## src/rtl/stopwatch_ctrl.sv

```systemverilog
// Stopwatch controller: start/stop/lap/clear sequencing of the ms generator
// and a BCD SS.cc time counter; STOPWATCH_SPLIT_EN enables repeated splits.
module stopwatch_ctrl #(
  parameter int TICKS_PER_CS = 10,
  parameter int PRESC_W      = 8
) (
  input  logic       clk,
  input  logic       rst,
  input  logic       btn_ss,
  input  logic       btn_lap,
  input  logic       btn_clr,
  input  logic       ms_tick,
  output logic       gen_start,
  output logic       gen_stop,
  output logic       running,
  output logic [3:0] digit3,
  output logic [3:0] digit2,
  output logic [3:0] digit1,
  output logic [3:0] digit0,
  output logic       wrapped
);

  typedef enum logic [1:0] {
    IDLE,
    RUNNING,
    LAP,
    PAUSED
  } state_t;

  localparam logic [PRESC_W-1:0] LAST =
    PRESC_W'(TICKS_PER_CS - 1);

  state_t             state, state_n;
  logic               ms_q;
  logic               tick_rise;
  logic               counting;
  logic [PRESC_W-1:0] presc, presc_n;
  logic [15:0]        live, live_n;
  logic [15:0]        lap, lap_n;
  logic [15:0]        disp;
  logic               wrapped_n;
  logic               start_n;
  logic               run_n;

  function automatic logic [15:0] bcd_inc(
    input logic [15:0] v
  );
    logic [15:0] r;
    logic        c;
    r = v;
    c = 1'b1;
    for (int i = 0; i < 4; i++) begin
      if (c) begin
        if (r[i*4 +: 4] == 4'd9) begin
          r[i*4 +: 4] = 4'd0;
        end else begin
          r[i*4 +: 4] = r[i*4 +: 4] + 4'd1;
          c = 1'b0;
        end
      end
    end
    return r;
  endfunction

  assign tick_rise = ms_tick & ~ms_q;
  assign counting  = (state == RUNNING) || (state == LAP);

  always_comb begin
    state_n   = state;
    presc_n   = presc;
    live_n    = live;
    lap_n     = lap;
    wrapped_n = wrapped;
    start_n   = 1'b0;

    if (counting && tick_rise) begin
      if (presc == LAST) begin
        presc_n = '0;
        live_n  = bcd_inc(live);
        if (live == 16'h9999)
          wrapped_n = 1'b1;
      end else begin
        presc_n = presc + 1'b1;
      end
    end

    // each state only looks at the buttons it reacts to, highest first
    case (state)
      IDLE: begin
        priority case (1'b1)
          btn_clr: wrapped_n = 1'b0;
          btn_ss: begin
            state_n = RUNNING;
            start_n = 1'b1;
          end
          default: ;
        endcase
      end
      RUNNING: begin
        priority case (1'b1)
          btn_ss: state_n = PAUSED;
          btn_lap: begin
            lap_n   = live;
            state_n = LAP;
          end
          default: ;
        endcase
      end
      LAP: begin
        priority case (1'b1)
          btn_ss: state_n = PAUSED;
`ifdef STOPWATCH_SPLIT_EN
          btn_lap: lap_n = live;
`else
          btn_lap: state_n = RUNNING;
`endif
          default: ;
        endcase
      end
      PAUSED: begin
        priority case (1'b1)
          btn_clr: begin
            state_n   = IDLE;
            live_n    = '0;
            presc_n   = '0;
            wrapped_n = 1'b0;
          end
          btn_ss: begin
            state_n = RUNNING;
            start_n = 1'b1;
          end
          default: ;
        endcase
      end
      default: state_n = IDLE;
    endcase
  end

  assign run_n = (state_n == RUNNING) || (state_n == LAP);

  always_ff @(posedge clk) begin
    if (rst) begin
      state     <= IDLE;
      ms_q      <= 1'b0;
      presc     <= '0;
      live      <= '0;
      lap       <= '0;
      disp      <= '0;
      wrapped   <= 1'b0;
      gen_start <= 1'b0;
      gen_stop  <= 1'b1;
      running   <= 1'b0;
    end else begin
      state     <= state_n;
      ms_q      <= ms_tick;
      presc     <= presc_n;
      live      <= live_n;
      lap       <= lap_n;
      disp      <= (state_n == LAP) ? lap_n : live_n;
      wrapped   <= wrapped_n;
      gen_start <= start_n;
      gen_stop  <= ~run_n;
      running   <= run_n;
    end
  end

  assign digit3 = disp[15:12];
  assign digit2 = disp[11:8];
  assign digit1 = disp[7:4];
  assign digit0 = disp[3:0];

endmodule

```

## config.mk

```make
export PLATFORM = sky130hd
export DESIGN_NAME = stopwatch_ctrl
export DESIGN_NICKNAME = d
export VERILOG_FILES = /design/src/rtl/stopwatch_ctrl.sv
export SDC_FILE = /design/constraint.sdc
export NUM_CORES = 1
export LEC_CHECK = 0
export CAP_MARGIN = 20
export CORE_ASPECT_RATIO = 1.25
export CORE_MARGIN = 8
export CORE_UTILIZATION = 51
export DETAILED_ROUTE_END_ITERATION = 12
export GPL_TIMING_DRIVEN = 0
export PLACE_DENSITY = 0.75
export SYNTH_ARGS = -nofsm -noshare
export SYNTH_HDL_FRONTEND = slang
export SYNTH_SLANG_ARGS = --single-unit
```

## constraint.sdc

```tcl
create_clock -name clk -period 6.05 [get_ports clk]
set_clock_uncertainty 0.1 [all_clocks]
set_input_delay 1.21 -clock clk [delete_from_list [all_inputs] [get_ports clk]]
set_output_delay 1.21 -clock clk [all_outputs]
set_load 0.03 [all_outputs]
```

==> results of run 1 <==
[area by class of cell]
cell class	count	area, µm²	area share
buffer	21	114	0.0326
clock buffer	12	145	0.0415
clock inverter	4	45.0	0.0129
inverter	15	56.3	0.0161
multi-input combinational	231	1550	0.443
sequential	63	1260	0.361
tap	66	82.6	0.0236
timing repair buffer	24	240	0.0688
[routing by layer]
metal / routed length (µm) / global-route usage / share of wire
met1: 3010 / 0.182 / 0.44
met2: 3270 / 0.284 / 0.48
met3: 362 / 0.0292 / 0.053
met4: 142 / 0.102 / 0.021
met5: 0 / 0 / 0
[power breakdown]
part	total, mW	switching, mW	internal [mW]	leakage, nW
Combinational	0.0520	0.0329	0.0191	0.758
Sequential	0.421	0.00237	0.419	0.508
Clock	0.355	0.156	0.200	0.100
Total	0.828	0.191	0.637	1.37
[per-stage QoR]
stage,utilization,area (µm²)
2_1_floorplan,-,2980
3_3_place_gp,0.575,3300
3_5_place_dp,0.575,3300
4_1_cts,0.609,3490
5_1_grt,0.609,3490
6_report,0.609,3490
[worst max-delay path, delay by kind of cell]
kind,cells,cell delay [ns]
buffers and inverters,3,1.38
adders and majority gates,1,0.18
AOI/OAI and AO/OA,6,1.10
and+or+nand+nor,1,0.17
[Yosys cell counts (2+ instances only)]
cell type  count
ha_1          11
a211o_1        2
dfxtp_1       63
nand2b_1       5
a31o_2         2
and3_1         4
buf_2          5
nand3_1       11
nor2_1        48
nand4_2        2
a21oi_1       20
a21o_1         4
xnor2_1        4
clkbuf_1       7
and4_1         2
a311oi_1       3
o31a_1         2
o211ai_1      11
o22ai_1        7
xor2_1         6
buf_6          3
inv_1         15
nor2b_1        8
or4_1          4
clkbuf_2       2
nor3_1         6
nand4_1        8
nand3b_1       4
o21ai_0        8
a31oi_1        3
and3b_1        3
mux2i_1       11
buf_1          3
nand2_1        8
[worst paths after layout]
| path | to | slack (ns) |
|---|---|---|
| max reg2reg | disp[10]$_SDFF_PP0_ | 2.90 |
| min reg2reg | wrapped$_SDFF_PP0_ | 0.37 |
| min | wrapped$_SDFF_PP0_ | 0.37 |
| max | disp[10]$_SDFF_PP0_ | 2.11 |
[sequential cells by signal (all words and copies together), names as in the netlist]
signal / cells
lap: 16
running: 1
presc: 8
gen_start: 1
live: 16
state: 2
wrapped: 1
gen_stop: 1
ms_q: 1
disp: 16
[cell families after synthesis]
| logic type | count (synthesis) | synth area share |
|---|---|---|
| AOI/OAI and AO/OA | 74 | 0.169 |
| adders and majority gates | 11 | 0.0462 |
| and+or+nand+nor | 124 | 0.235 |
| DFF | 63 | 0.423 |
| buffers and inverters | 36 | 0.0571 |
| muxes | 12 | 0.0407 |
| xor gates and xnor gates | 10 | 0.0294 |
==> flow_metrics.tcl, run 1 <==
set metrics [dict create \
    cp_max_fo 10 \
    port_buffers 24 \
    run_status "finished, final reports clean" \
    cts.htree.levels 3 \
    report.power.total_mw 0.828 \
    fillers 511 \
    numClockSinks 63 \
    postSynthCellCount 330 \
    drtPass1Iterations 5 \
    irDropWorstVdd_mv 0.157 \
    synth-seq-cells 63 \
    synth_top_area_share 0.423 \
    cts_bufs_inserted 9 \
    final_common_cell "dfxtp_1" \
    leakagePower_nw 1.37 \
    detail-route-antenna-nets 0 \
    place_congestion 0.901 \
    synth_nets 347 \
    number_of_global_route_vias_before_repair 2343 \
    slew-limit-headroom 0.578 \
    clkTransAtPathRegs_ns 0.07 \
    clock_insertion_delay_worst_skew_ns 0.34 \
    hold_path_class "register to register" \
    cp-startpoint "btn_clr" \
    post_cts.repair.setup_buffers 0 \
    placeableCoreArea_mm2 0.00574 \
    max_freq_mhz 254 \
    dpl.hpwl_mm 4.72 \
    most-common-layout-cells "dfxtp_1, nor2_1, clkdlybuf4s50_1, a21oi_1, inv_1" \
    max_cap_violations 0 \
    finalSetupViolCount 0 \
    cp.arrival_ns 4.04 \
    drive_gt1_frac 0.0973 \
    detailedRoute.firstIterationViolations 185 \
    placement_rows 31 \
    yosysTopAreaCell "dfxtp_1" \
    postCtsHoldBufs 0 \
    setup_repair_after_global_routing_missed_its_margin "no" \
    num_vias 2557 \
    cts-resized-gates 0 \
    postSynth.topFlopCell "dfxtp_1" \
    post_drt_via_cell_ratio 5.86 \
    reg2reg_from "state[0]$_SDFF_PP0_" \
    crit_path_cell_trace "clkdlybuf4s50_1 -> nand2b_1 -> o211ai_1 -> o22ai_1 -> ha_1 -> clkbuf_1 -> a211o_1 -> clkbuf_1 -> o22ai_1 -> a32oi_1 -> o311ai_1" \
    syn_area_mm2 0.00298 \
    whs_path_depth 2 \
    holdCritStartpoint "wrapped$_SDFF_PP0_" \
    pwr_density_cell_mw_per_mm2 237 \
    cp_data_required_time_ns 6.15 \
    maximum_number_of_pins_on_one_net_before_global_route_repair 11 \
    synthesized_area_per_cell_um2 9.03 \
    antenna_cells_inserted 0 \
    global_route_congestion_overflow_total 0 \
    final_critical_path_setup_slack_ns 2.11 \
    wirelength_mm 6.78 \
    synth_cell_types 59 \
    layoutNonFillerInstCount 436 \
    design.die.area_mm2 0.00856 \
    report.final.hold_viol_count 0 \
    routed_wire_length_per_instance_um 15.6 \
    yosys_warnings 0 \
    path_class "primary input to register" \
    asyncSetResetFlopFracSynth 0 \
    period_minus_slack_ns 3.94 \
    syn2layout_area_growth_pct 17.2 \
    dp.cells 420 \
    final_critical_path_share_of_the_clock_period 0.651 \
    die_w_um 84.4 \
    critical_path.endpoint_type "register" \
    num-nets-final 382 \
    ios 26 \
    synthTopCellsByArea "dfxtp_1, nor2_1, ha_1" \
    place_ws_ns 1.88 \
    grt_first_pass_wirelength_mm 11.0 \
    cts_max_path_buffers 2 \
    maxSlewViolCount 0 \
    timing.setup.tns_ns 0 \
    synth-edff-count 0 \
    synth_sequential_area_ratio 0.423 \
    antenna_found_initial 0 \
    die_height_um 101 \
    worstRegToRegCells 12 \
    post-route-drc-count 0 \
    timing.hold.ws_ns 0.368 \
    cts.root.buffer_cell "clkbuf_8" \
    setup_crit_start_kind "primary input" \
    initial_core_util 0.519 \
    transition_at_the_pin_with_the_smallest_max_transition_slack_ns 0.630 \
    crit_slowest_cell "clkdlybuf4s50_1" \
    critPathMaxStageDelay_ns 0.60 \
    track_usage 0.163 \
    cts_tree "done" \
]
Power figures use the tool's default switching activity.
==> inputs of run 2 (changes only) <==
clock period = 3.8 ns   (was 6.05 ns; I/O delays follow)
==> results of run 2 <==
The final DEF is identical to that of run 1. Status: finished, final reports clean.
Among the figures that moved: setup slack after placement 1.88 ns -> 0.0759 ns; setup slack after layout 2.11 ns -> 0.311 ns; register-to-register setup slack 2.90 ns -> 0.65 ns; total power 0.828 mW -> 1.32 mW; worst IR drop on VDD 0.157 mV -> 0.251 mV
